### src/rtl/uart_bus_master.sv
// UART-to-peripheral-bus initiator for board bring-up.
// Receives W/R command frames on rx, performs one bus access per frame,
// and answers on tx: 'K' after a write, 4 data bytes after a read, 'E' on a bad frame.
module uart_bus_master #(
   parameter int CLKS_PER_BIT = 1021,
   parameter int TIMEOUT_CLKS = 1_176_470
) (
   input  logic        clk,
   input  logic        rst,
   input  logic        rx,
   output logic        tx,
   output logic [4:0]  A,
   output logic [31:0] WD,
   output logic        WE,
   input  logic [31:0] RD,
   output logic        bus_active,
   output logic        frame_err
);

   localparam int CW = $clog2(CLKS_PER_BIT);
   localparam int TW = $clog2(TIMEOUT_CLKS);
   localparam logic [CW-1:0] BIT_LAST  = CW'(CLKS_PER_BIT - 1);
   localparam logic [CW-1:0] HALF_LAST = CW'(CLKS_PER_BIT / 2 - 1);
   localparam logic [TW-1:0] TMO_LAST  = TW'(TIMEOUT_CLKS - 1);

   localparam logic [7:0] CMD_W  = 8'h57;
   localparam logic [7:0] CMD_R  = 8'h52;
   localparam logic [7:0] RESP_K = 8'h4B;
   localparam logic [7:0] RESP_E = 8'h45;

   localparam logic [1:0] RX_IDLE  = 2'd0;
   localparam logic [1:0] RX_START = 2'd1;
   localparam logic [1:0] RX_DATA  = 2'd2;
   localparam logic [1:0] RX_STOP  = 2'd3;

   localparam logic [2:0] S_IDLE     = 3'd0;
   localparam logic [2:0] S_GET_ADDR = 3'd1;
   localparam logic [2:0] S_GET_DATA = 3'd2;
   localparam logic [2:0] S_BUS_WR   = 3'd3;
   localparam logic [2:0] S_BUS_RD   = 3'd4;
   localparam logic [2:0] S_ERR_RESP = 3'd5;
   localparam logic [2:0] S_SEND     = 3'd6;

   logic          rx_meta_r, rx_sync_r, rx_prev_r;
   logic [1:0]    rx_state_r;
   logic [CW-1:0] rx_cnt_r;
   logic [2:0]    rx_bit_r;
   logic [7:0]    rx_shift_r, rx_byte_r;
   logic          rx_valid_r, rx_err_r;

   logic          tx_r, tx_busy_r, tx_start_s;
   logic [8:0]    tx_shift_r;
   logic [CW-1:0] tx_cnt_r;
   logic [3:0]    tx_bit_r;

   logic [2:0]    state_r;
   logic          is_wr_r;
   logic [4:0]    a_r;
   logic [31:0]   wd_r, resp_r;
   logic          we_r, bus_active_r, ferr_r;
   logic [1:0]    byte_cnt_r;
   logic [TW-1:0] tmo_r;
   logic [2:0]    resp_left_r;

   assign tx         = tx_r;
   assign A          = a_r;
   assign WD         = wd_r;
   assign WE         = we_r;
   assign bus_active = bus_active_r;
   assign frame_err  = ferr_r;

   // Two-flop synchronizer for the async rx line plus one delayed copy for edge detection.
   always_ff @(posedge clk) begin
      if (rst) begin
         rx_meta_r <= 1'b1;
         rx_sync_r <= 1'b1;
         rx_prev_r <= 1'b1;
      end else begin
         rx_meta_r <= rx;
         rx_sync_r <= rx_meta_r;
         rx_prev_r <= rx_sync_r;
      end
   end

   // UART receiver: start-bit check at half bit, then data and stop sampled at bit centres.
   always_ff @(posedge clk) begin
      if (rst) begin
         rx_state_r <= RX_IDLE;
         rx_cnt_r   <= '0;
         rx_bit_r   <= 3'd0;
         rx_shift_r <= 8'h00;
         rx_byte_r  <= 8'h00;
         rx_valid_r <= 1'b0;
         rx_err_r   <= 1'b0;
      end else begin
         rx_valid_r <= 1'b0;
         rx_err_r   <= 1'b0;
         case (rx_state_r)
            RX_IDLE: begin
               rx_cnt_r <= '0;
               if (rx_prev_r && !rx_sync_r) rx_state_r <= RX_START;
            end
            RX_START: begin
               if (rx_cnt_r == HALF_LAST) begin
                  rx_cnt_r   <= '0;
                  rx_bit_r   <= 3'd0;
                  // line back high at mid start bit means it was only a glitch
                  rx_state_r <= rx_sync_r ? RX_IDLE : RX_DATA;
               end else begin
                  rx_cnt_r <= rx_cnt_r + CW'(1);
               end
            end
            RX_DATA: begin
               if (rx_cnt_r == BIT_LAST) begin
                  rx_cnt_r   <= '0;
                  rx_shift_r <= {rx_sync_r, rx_shift_r[7:1]};
                  if (rx_bit_r == 3'd7) rx_state_r <= RX_STOP;
                  else                  rx_bit_r   <= rx_bit_r + 3'd1;
               end else begin
                  rx_cnt_r <= rx_cnt_r + CW'(1);
               end
            end
            RX_STOP: begin
               if (rx_cnt_r == BIT_LAST) begin
                  rx_cnt_r   <= '0;
                  rx_state_r <= RX_IDLE;
                  if (rx_sync_r) begin
                     rx_valid_r <= 1'b1;
                     rx_byte_r  <= rx_shift_r;
                  end else begin
                     rx_err_r <= 1'b1;
                  end
               end else begin
                  rx_cnt_r <= rx_cnt_r + CW'(1);
               end
            end
            default: rx_state_r <= RX_IDLE;
         endcase
      end
   end

   // Launch the next queued response byte whenever SEND finds the transmitter free.
   always_comb begin
      tx_start_s = 1'b0;
      if (state_r == S_SEND && !tx_busy_r && resp_left_r != 3'd0) tx_start_s = 1'b1;
      else                                                         tx_start_s = 1'b0;
   end

   // UART transmitter: start bit, 8 data bits LSB first, stop bit; tx is a registered output.
   always_ff @(posedge clk) begin
      if (rst) begin
         tx_r       <= 1'b1;
         tx_busy_r  <= 1'b0;
         tx_shift_r <= 9'h1FF;
         tx_cnt_r   <= '0;
         tx_bit_r   <= 4'd0;
      end else if (tx_start_s) begin
         tx_r       <= 1'b0;
         tx_shift_r <= {1'b1, resp_r[7:0]};
         tx_cnt_r   <= '0;
         tx_bit_r   <= 4'd0;
         tx_busy_r  <= 1'b1;
      end else if (tx_busy_r) begin
         if (tx_cnt_r == BIT_LAST) begin
            tx_cnt_r <= '0;
            if (tx_bit_r == 4'd9) begin
               tx_busy_r <= 1'b0;
               tx_r      <= 1'b1;
            end else begin
               tx_r       <= tx_shift_r[0];
               tx_shift_r <= {1'b1, tx_shift_r[8:1]};
               tx_bit_r   <= tx_bit_r + 4'd1;
            end
         end else begin
            tx_cnt_r <= tx_cnt_r + CW'(1);
         end
      end
   end

   // Frame decoder and bus sequencer; WE/bus_active are set on entry so they are high for exactly the access cycle.
   always_ff @(posedge clk) begin
      if (rst) begin
         state_r      <= S_IDLE;
         is_wr_r      <= 1'b0;
         a_r          <= 5'd0;
         wd_r         <= 32'h0;
         we_r         <= 1'b0;
         bus_active_r <= 1'b0;
         ferr_r       <= 1'b0;
         byte_cnt_r   <= 2'd0;
         tmo_r        <= '0;
         resp_r       <= 32'h0;
         resp_left_r  <= 3'd0;
      end else begin
         we_r         <= 1'b0;
         bus_active_r <= 1'b0;
         ferr_r       <= rx_err_r;   // a framing error always drops the byte
         case (state_r)
            S_IDLE: begin
               if (rx_valid_r) begin
                  if (rx_byte_r == CMD_W || rx_byte_r == CMD_R) begin
                     is_wr_r <= (rx_byte_r == CMD_W);
                     tmo_r   <= '0;
                     state_r <= S_GET_ADDR;
                  end else begin
                     state_r <= S_ERR_RESP;
                  end
               end
            end
            S_GET_ADDR: begin
               if (rx_err_r) begin
                  state_r <= S_IDLE;
               end else if (rx_valid_r) begin
                  tmo_r <= '0;
                  if (rx_byte_r[7:5] != 3'b000) begin
                     state_r <= S_ERR_RESP;
                  end else begin
                     a_r <= rx_byte_r[4:0];
                     if (is_wr_r) begin
                        byte_cnt_r <= 2'd0;
                        state_r    <= S_GET_DATA;
                     end else begin
                        bus_active_r <= 1'b1;
                        state_r      <= S_BUS_RD;
                     end
                  end
               end else if (tmo_r == TMO_LAST) begin
                  ferr_r  <= 1'b1;
                  state_r <= S_IDLE;
               end else begin
                  tmo_r <= tmo_r + TW'(1);
               end
            end
            S_GET_DATA: begin
               if (rx_err_r) begin
                  state_r <= S_IDLE;
               end else if (rx_valid_r) begin
                  tmo_r <= '0;
                  wd_r[{byte_cnt_r, 3'b000} +: 8] <= rx_byte_r;
                  if (byte_cnt_r == 2'd3) begin
                     we_r         <= 1'b1;
                     bus_active_r <= 1'b1;
                     state_r      <= S_BUS_WR;
                  end else begin
                     byte_cnt_r <= byte_cnt_r + 2'd1;
                  end
               end else if (tmo_r == TMO_LAST) begin
                  ferr_r  <= 1'b1;
                  state_r <= S_IDLE;
               end else begin
                  tmo_r <= tmo_r + TW'(1);
               end
            end
            S_BUS_WR: begin
               resp_r      <= {24'h000000, RESP_K};
               resp_left_r <= 3'd1;
               state_r     <= S_SEND;
            end
            S_BUS_RD: begin
               resp_r      <= RD;
               resp_left_r <= 3'd4;
               state_r     <= S_SEND;
            end
            S_ERR_RESP: begin
               resp_r      <= {24'h000000, RESP_E};
               resp_left_r <= 3'd1;
               ferr_r      <= 1'b1;
               state_r     <= S_SEND;
            end
            S_SEND: begin
               if (tx_start_s) begin
                  resp_r      <= {8'h00, resp_r[31:8]};
                  resp_left_r <= resp_left_r - 3'd1;
               end else if (!tx_busy_r && resp_left_r == 3'd0) begin
                  state_r <= S_IDLE;
               end
            end
            default: state_r <= S_IDLE;
         endcase
      end
   end

endmodule

### config.mk
export PLATFORM = sky130hd
export DESIGN_NAME = uart_bus_master
export DESIGN_NICKNAME = d
export VERILOG_FILES = /design/src/rtl/uart_bus_master.sv
export SDC_FILE = /design/constraint.sdc
export NUM_CORES = 1
export LEC_CHECK = 0
export ABC_CLOCK_PERIOD_IN_PS = 2100
export CAP_MARGIN = 5
export CORE_MARGIN = 2
export CORE_UTILIZATION = 36
export CTS_BUF_LIST = sky130_fd_sc_hd__clkbuf_16
export CTS_CLUSTER_SIZE = 28
export DETAILED_ROUTE_END_ITERATION = 10
export DONT_BUFFER_PORTS = 1
export HOLD_SLACK_MARGIN = 0.02
export PLACE_DENSITY_LB_ADDON = 0.3
export SYNTH_ARGS = -nofsm -noshare
export SYNTH_HDL_FRONTEND = slang
export SYNTH_SLANG_ARGS = --single-unit
### constraint.sdc
create_clock -name clk -period 2.1 [get_ports clk]
set_input_delay 0.42 -clock clk [delete_from_list [all_inputs] [get_ports clk]]
set_output_delay 0.42 -clock clk [all_outputs]
set_load 0.02 [all_outputs]
==> flow_summary.yaml, run 1 <==
status:
  status: "complete, no violations"
critical_path:
  worst-r2r-cell-count: 8
  startpoint_type: "register"
  critPathMaxFanout: 24
  worst_path_max_delay_cell: "or4_1"
  required_ns: 2.46
  regToRegStartpoint: "tmo_r[1]"
  cpPeakStageDelay_ns: 0.52
  crit_type: "reg -> reg"
  path_cells: "inv_1, ha_1, nand3_1, nor4_4, and3_2, buf_12, or4_1, a21oi_2"
  r2r_end: "tmo_r[18]"
  ff2ff_setup_slack_ns: 0.16
  crit_arrival_ns: 2.30
  setup.worst_path.end_class: "register"
logic_synthesis:
  synth_top_area_cell: "dfxtp_1"
  synthCells: 837
  synth-seq-cells: 162
  synth-seq-area-share_pct: 44.41
  ys_types: 65
  syn_area_um2: 7302
  synth_top_area_share_pct: 44.41
  avgSynthCellArea_um2: 8.724
  syn-num-nets: 891
  synth_warnings: 0
  synth_edf_count: 0
  ys.flop_type: "dfxtp_1"
  synth_area_leaders: "dfxtp_1, nor2_1, a21oi_1"
  synth-async-reset-ratio_pct: 0
clocking:
  clk_latency_ns: 0.42
  cts_buffers: 17
  path_clk_slew_ns: 0.07
  htree_levels: 4
  cts_num_sinks: 162
  post-cts-setup-buffers: 0
  cts_tree: "built"
  clk_path_buf_depth: 2
  cts-root-buf: "clkbuf_16"
sta:
  finalMaxSlewViolations: 0
  max_slew_margin_pct: 66.05
  setup_viol: 0
  rsz0062_at_grt: "false"
  timing.fmax_mhz: 515.5
  period_share_pct: 92.38
  max_slew.worst_pin.slew_ns: 0.5073
  finalClockSkew_ns: 0.006929
  fin_setup_tns_ns: 0
  hold_viol_final: 0
  period_needed_ns: 1.940
die:
  rows: 52
  ioPinCount: 76
  fp.coreArea_um2: 20040
  die_x_um: 146.4
  die_h_um: 146.4
  initial_core_util_pct: 36.44
  dieArea_um2: 21440
pwr:
  switching_share_pct: 30.11
  p_switching_w: 0.002348
  combPwrFrac_pct: 18.7
  p_per_area_nw_per_um2: 934.3
  p_int_w: 0.005450
  p_leak_nw: 2.926
  seqPwrFrac_pct: 42.4
  clkPwrFrac_pct: 38.9
  ir_worst_vdd_uv: 581.4
placed_design:
  dp.cells: 1093
  dp_hpwl_um: 11080
  port_buffers: 0
  place_congestion: 0.7806
  dpl_cell_area_um2: 7769
run:
  cap_violations: 0
routing:
  routed_wl_um: 16630
  dr.pass1.iters: 5
  dr_total_vias: 5903
  vias_per_cell: 5.247
  wl_per_cell_um: 14.78
  ant_nets: 0
  drt-initial-drc-count: 419
  drc: 0
finish:
  layout_common_cells: "dfxtp_1, nor2_1, a21oi_1, nand2_1, nand3_1"
  syn2layout_area_growth_pct: 14.29
  final_common_cell: "dfxtp_1"
  fin_nets: 896
  fin_cells: 1125
  drive_gt1_share_pct: 12.05
  n_fill_cell: 2020
  ff_latch_area_um2: 3244
  final_cell_area_um2: 8346
  diodes: 0
  multiInputGateArea_um2: 3745
global_routing:
  antenna_found_initial: 0
  track_usage_pct: 15.64
  grt_pass1_vias: 5404
  grt_overflow: 0
  grt_max_degree: 130
  grt_pass1_wl_um: 27520
hold_path:
  holdPathStages: 1
  min_from: "rst"
  min_to: "tmo_r[0]"
  hp-class: "in -> reg"
==> Yosys cell counts, drive strengths merged (4+ instances only) <==
| master | n |
|---|---|
| mux2i | 32 |
| o21ai | 11 |
| a211oi | 5 |
| nor2b | 5 |
| inv | 18 |
| a21oi | 72 |
| dfxtp | 162 |
| or4 | 20 |
| nor4 | 4 |
| and4 | 5 |
| nor3 | 23 |
| a31oi | 5 |
| buf | 23 |
| o31ai | 16 |
| xor2 | 11 |
| nand3 | 55 |
| a22oi | 30 |
| xnor2 | 12 |
| or3 | 7 |
| a22o | 19 |
| and2 | 8 |
| nand4 | 13 |
| and3 | 9 |
| or2 | 5 |
| clkbuf | 36 |
| ha | 19 |
| nor3b | 8 |
| nand2 | 65 |
| nand3b | 4 |
| nor2 | 102 |
==> routing by layer <==
metal | wire (µm) | GRT usage (%)
met1 | 8014 | 21.21
met2 | 7766 | 24.48
met4 | 223 | 5.291
met3 | 626 | 3.781
met5 | 0 | 0
==> critical path: cells and delay by family (launching register included) <==
family / cells / cell delay [ns]
buffers and inverters: 2 / 0.22
AND/OR/NAND/NOR: 4 / 0.95
flip-flops: 1 / 0.39
AO/OA/AOI/OAI: 1 / 0.15
adder cells (fa/ha/maj): 1 / 0.17
==> area by class of cell <==
| type | count | area share (%) |
|---|---|---|
| clock inverters | 15 | 1.799 |
| repair buffers | 45 | 4.498 |
| multi-input cells | 598 | 44.87 |
| clock buffers | 17 | 5.097 |
| inverters | 18 | 0.8096 |
| well taps | 270 | 4.048 |
| flip-flops and latches | 162 | 38.88 |
==> kinds of logic after synthesis <==
family / after synthesis / synth area share (%)
AO/OA/AOI/OAI: 179 / 16.48
buffers and inverters: 77 / 4.541
flip-flops: 162 / 44.41
multiplexers: 32 / 4.387
AND/OR/NAND/NOR: 345 / 24.16
adder cells (fa/ha/maj): 19 / 3.256
XOR/XNOR: 23 / 2.759
==> power by group through the flow <==
stage               Combinational (W)  Sequential (W)  Clock [W]
finish                        0.00146         0.00331    0.00303
global route                  0.00162         0.00333    0.00326
CTS                           0.00146         0.00331    0.00310
detailed placement            0.00145         0.00338          0
global placement              0.00145         0.00338          0
floorplan                     0.00108         0.00332          0
==> registers in the layout, indices dropped and copies added, names as in the netlist, 8 cells and up, named ones only <==
name        flops
WD             32
resp_r         32
rx_byte_r       8
rx_cnt_r       10
rx_shift_r      8
tmo_r          21
tx_cnt_r       10
tx_shift_r      8
==> worst max-delay path by stage <==
stage | start | end | slack (ns) | depth (start not counted)
2_1_floorplan | rx_byte_r[0] | tmo_r[19] | 0.20 | 8
3_3_place_gp | tmo_r[3] | tmo_r[18] | 0.19 | 6
3_5_place_dp | tmo_r[1] | tmo_r[9] | 0.17 | 8
4_1_cts | tmo_r[1] | tmo_r[9] | 0.15 | 8
5_1_grt | resp_left_r[0] | resp_r[5] | 0.006 | 8
6_report | tmo_r[1] | tmo_r[18] | 0.16 | 8
==> through the flow <==
stage / power, W / setup WS (ns) / utilization, % / hold WS [ns]
2_1_floorplan: 0.004407 / 0.1971 / - / 0.3895
3_3_place_gp: 0.004827 / 0.1884 / 38.77 / 0.3909
3_5_place_dp: 0.004828 / 0.1711 / 38.77 / 0.3963
4_1_cts: 0.007866 / 0.1548 / 41.64 / 0.07194
5_1_grt: 0.008209 / 0.005729 / 41.65 / 0.07241
6_report: 0.007797 / 0.1600 / 41.65 / 0.09748
==> repair_timing <==
item | CTS | global route
resized for setup | 0 | 1
setup endpoints to repair | 0 | 3
hold buffers | 0 | 0
Note: power is estimated with default switching activity, not from simulation.
==> run 2: changes to the inputs <==
--- a/config.mk
+++ b/config.mk
@@ -14,7 +14,7 @@
 export DETAILED_ROUTE_END_ITERATION = 10
 export DONT_BUFFER_PORTS = 1
 export HOLD_SLACK_MARGIN = 0.02
-export PLACE_DENSITY_LB_ADDON = 0.3
+export PLACE_DENSITY = 0.5
 export SYNTH_ARGS = -nofsm -noshare
 export SYNTH_HDL_FRONTEND = slang
 export SYNTH_SLANG_ARGS = --single-unit
==> run 2 against run 1 <==
  * Clock power up 15%
  * Non-clock buffer count up 4
  * Worst hold slack better by 0.0049 ns
  * Final cell count up 0.36%
  * Critical path depth down 2
  * Total power up 6.3%
  * First-iteration DRC count down 12%
  * Die area unchanged
  * Largest power group is now the clock network
  * Maximum frequency down 0.72%
  * Setup slack worse by 0.014 ns
  * Utilization up 0.72 points
==> flow_summary.yaml, run 2 (synthesis gave the netlist of run 1 again) <==
pwr:
  ir_worst_vdd_uv: 695.7
  p_per_area_nw_per_um2: 976.2
  p_leak_nw: 2.988
finish:
  fin_nets: 900
  n_fill_cell: 2007
  final_common_cell: "dfxtp_1"
  syn2layout_area_growth_pct: 16.28
  fin_cells: 1129
  diodes: 0
  layout_common_cells: "dfxtp_1, nor2_1, a21oi_1, nand2_1, nand3_1"
  drive_gt1_share_pct: 13.62
  final_cell_area_um2: 8491
clocking:
  clk_latency_ns: 0.43
  hold_buffers: 0
  cts_tree: "built"
  clk_path_buf_depth: 2
  path_clk_slew_ns: 0.07
  htree_levels: 4
  cts-root-buf: "clkbuf_16"
  cts_num_sinks: 162
  cts_buffers: 17
sta:
  period_needed_ns: 1.954
  setup_viol: 0
  hold_viol_final: 0
  period_share_pct: 93.05
  finalClockSkew_ns: 0.01344
  fin_hold_ws_ns: 0.1024
  fin_ws_ns: 0.1459
  timing.fmax_mhz: 511.7
  rsz0062_at_grt: "false"
  max_slew.worst_pin.slew_ns: 0.4008
  max_slew_margin_pct: 73.24
  finalMaxSlewViolations: 0
placed_design:
  dp_slack_ns: -0.02632
  dp_hpwl_um: 12050
  dpl_cell_area_um2: 7786
  port_buffers: 0
  place_congestion: 0.7873
  dp.cells: 1097
critical_path:
  worst_path_max_delay_cell: "or4_1"
  setup.worst_path.end_class: "register"
  path_common_cell: "and3_1"
  path_buf_inv: 0
  crit_type: "reg -> reg"
  required_ns: 2.46
  cpPeakStageDelay_ns: 0.44
  critPathMaxFanout: 6
  startpoint_type: "register"
  crit_arrival_ns: 2.31
  cp_top_family: "simple AND/OR/NAND/NOR gates"
  path_cells: "ha_1, and3_1, and3_1, nand4_1, or4_1, a21oi_2"
routing:
  routed_wl_um: 17580
  drt-initial-drc-count: 368
  ant_nets: 0
  wl_per_cell_um: 15.57
  drc: 0
  vias_per_cell: 5.376
  dr.pass1.iters: 8
  dr_total_vias: 6070
die:
  ioPinCount: 76
  dieArea_um2: 21440
  die_x_um: 146.4
  rows: 52
  die_h_um: 146.4
  fp.coreArea_um2: 20040
  initial_core_util_pct: 36.44
global_routing:
  grt_overflow: 0
  antenna_found_initial: 0
  grt_max_degree: 130
  grt_pass1_vias: 5971
  track_usage_pct: 16.74
  grt_pass1_wl_um: 29530
status:
  status: "complete, no violations"
run:
  cap_violations: 0
hold_path:
  hp-class: "in -> reg"
run 2: changes by cell type in the layout (fill, tap and decap cells not counted), moves of 3 or more:
cell,before,now
clkinv_4,4,1
and2_2,0,4
and2_1,8,4
buf_4,42,47
bufinv_16,1,5
run 2: per-stage QoR:
stage / util (%) / total power (W) / setup TNS, ns
2_1_floorplan: - / 0.004407 / 0
3_3_place_gp: 38.85 / 0.004809 / -0.02073
3_5_place_dp: 38.85 / 0.004824 / -0.02632
4_1_cts: 42.21 / 0.008348 / 0
5_1_grt: 42.37 / 0.008712 / 0
6_report: 42.37 / 0.008288 / 0
run 2: final timing paths:
check,from,endpoint,slack [ns],cells past startpoint
setup / recovery,tmo_r[0],tmo_r[20],0.15,6
hold / removal,rx,rx_meta_r,0.10,1
setup reg to reg,tmo_r[0],tmo_r[20],0.15,6
hold reg to reg,rx_meta_r,rx_sync_r,0.41,1
run 2: where the power goes:
group	internal, W	total (W)	switching [W]	leakage [nW]
combinational	0.000571	0.00148	0.000910	1.36
sequential	0.00320	0.00333	0.000127	1.31
clock	0.00215	0.00348	0.00133	0.319
total	0.00592	0.00829	0.00237	2.99
run 2: timing repair:
item | in CTS | in global routing
setup endpoints to repair | 1 | 33
setup buffers | 0 | 0
pin swaps | 0 | 0
resized for setup | 1 | 10
gates cloned | 0 | 0
run 2: layer usage:
layer  vias to the layer above  global-route usage [%]  wire length [µm]
met3                        26                   3.625               709
met4                         0                   6.165               278
met1                      2897                   21.13              7872
met5                         -                       0                 0
li1                       3031                       -                 -
met2                       116                   28.18              8721
run 2: layout make-up:
| type | instances | area, µm² | share of cell area (%) |
|---|---|---|---|
| clock buffers | 17 | 425.4 | 5.010 |
| multi-input cells | 598 | 3781 | 44.53 |
| flip-flops and latches | 162 | 3246 | 38.23 |
| inverters | 18 | 67.56 | 0.7958 |
| repair buffers | 49 | 392.9 | 4.627 |
| clock inverters | 15 | 240.2 | 2.829 |
| well taps | 270 | 337.8 | 3.979 |
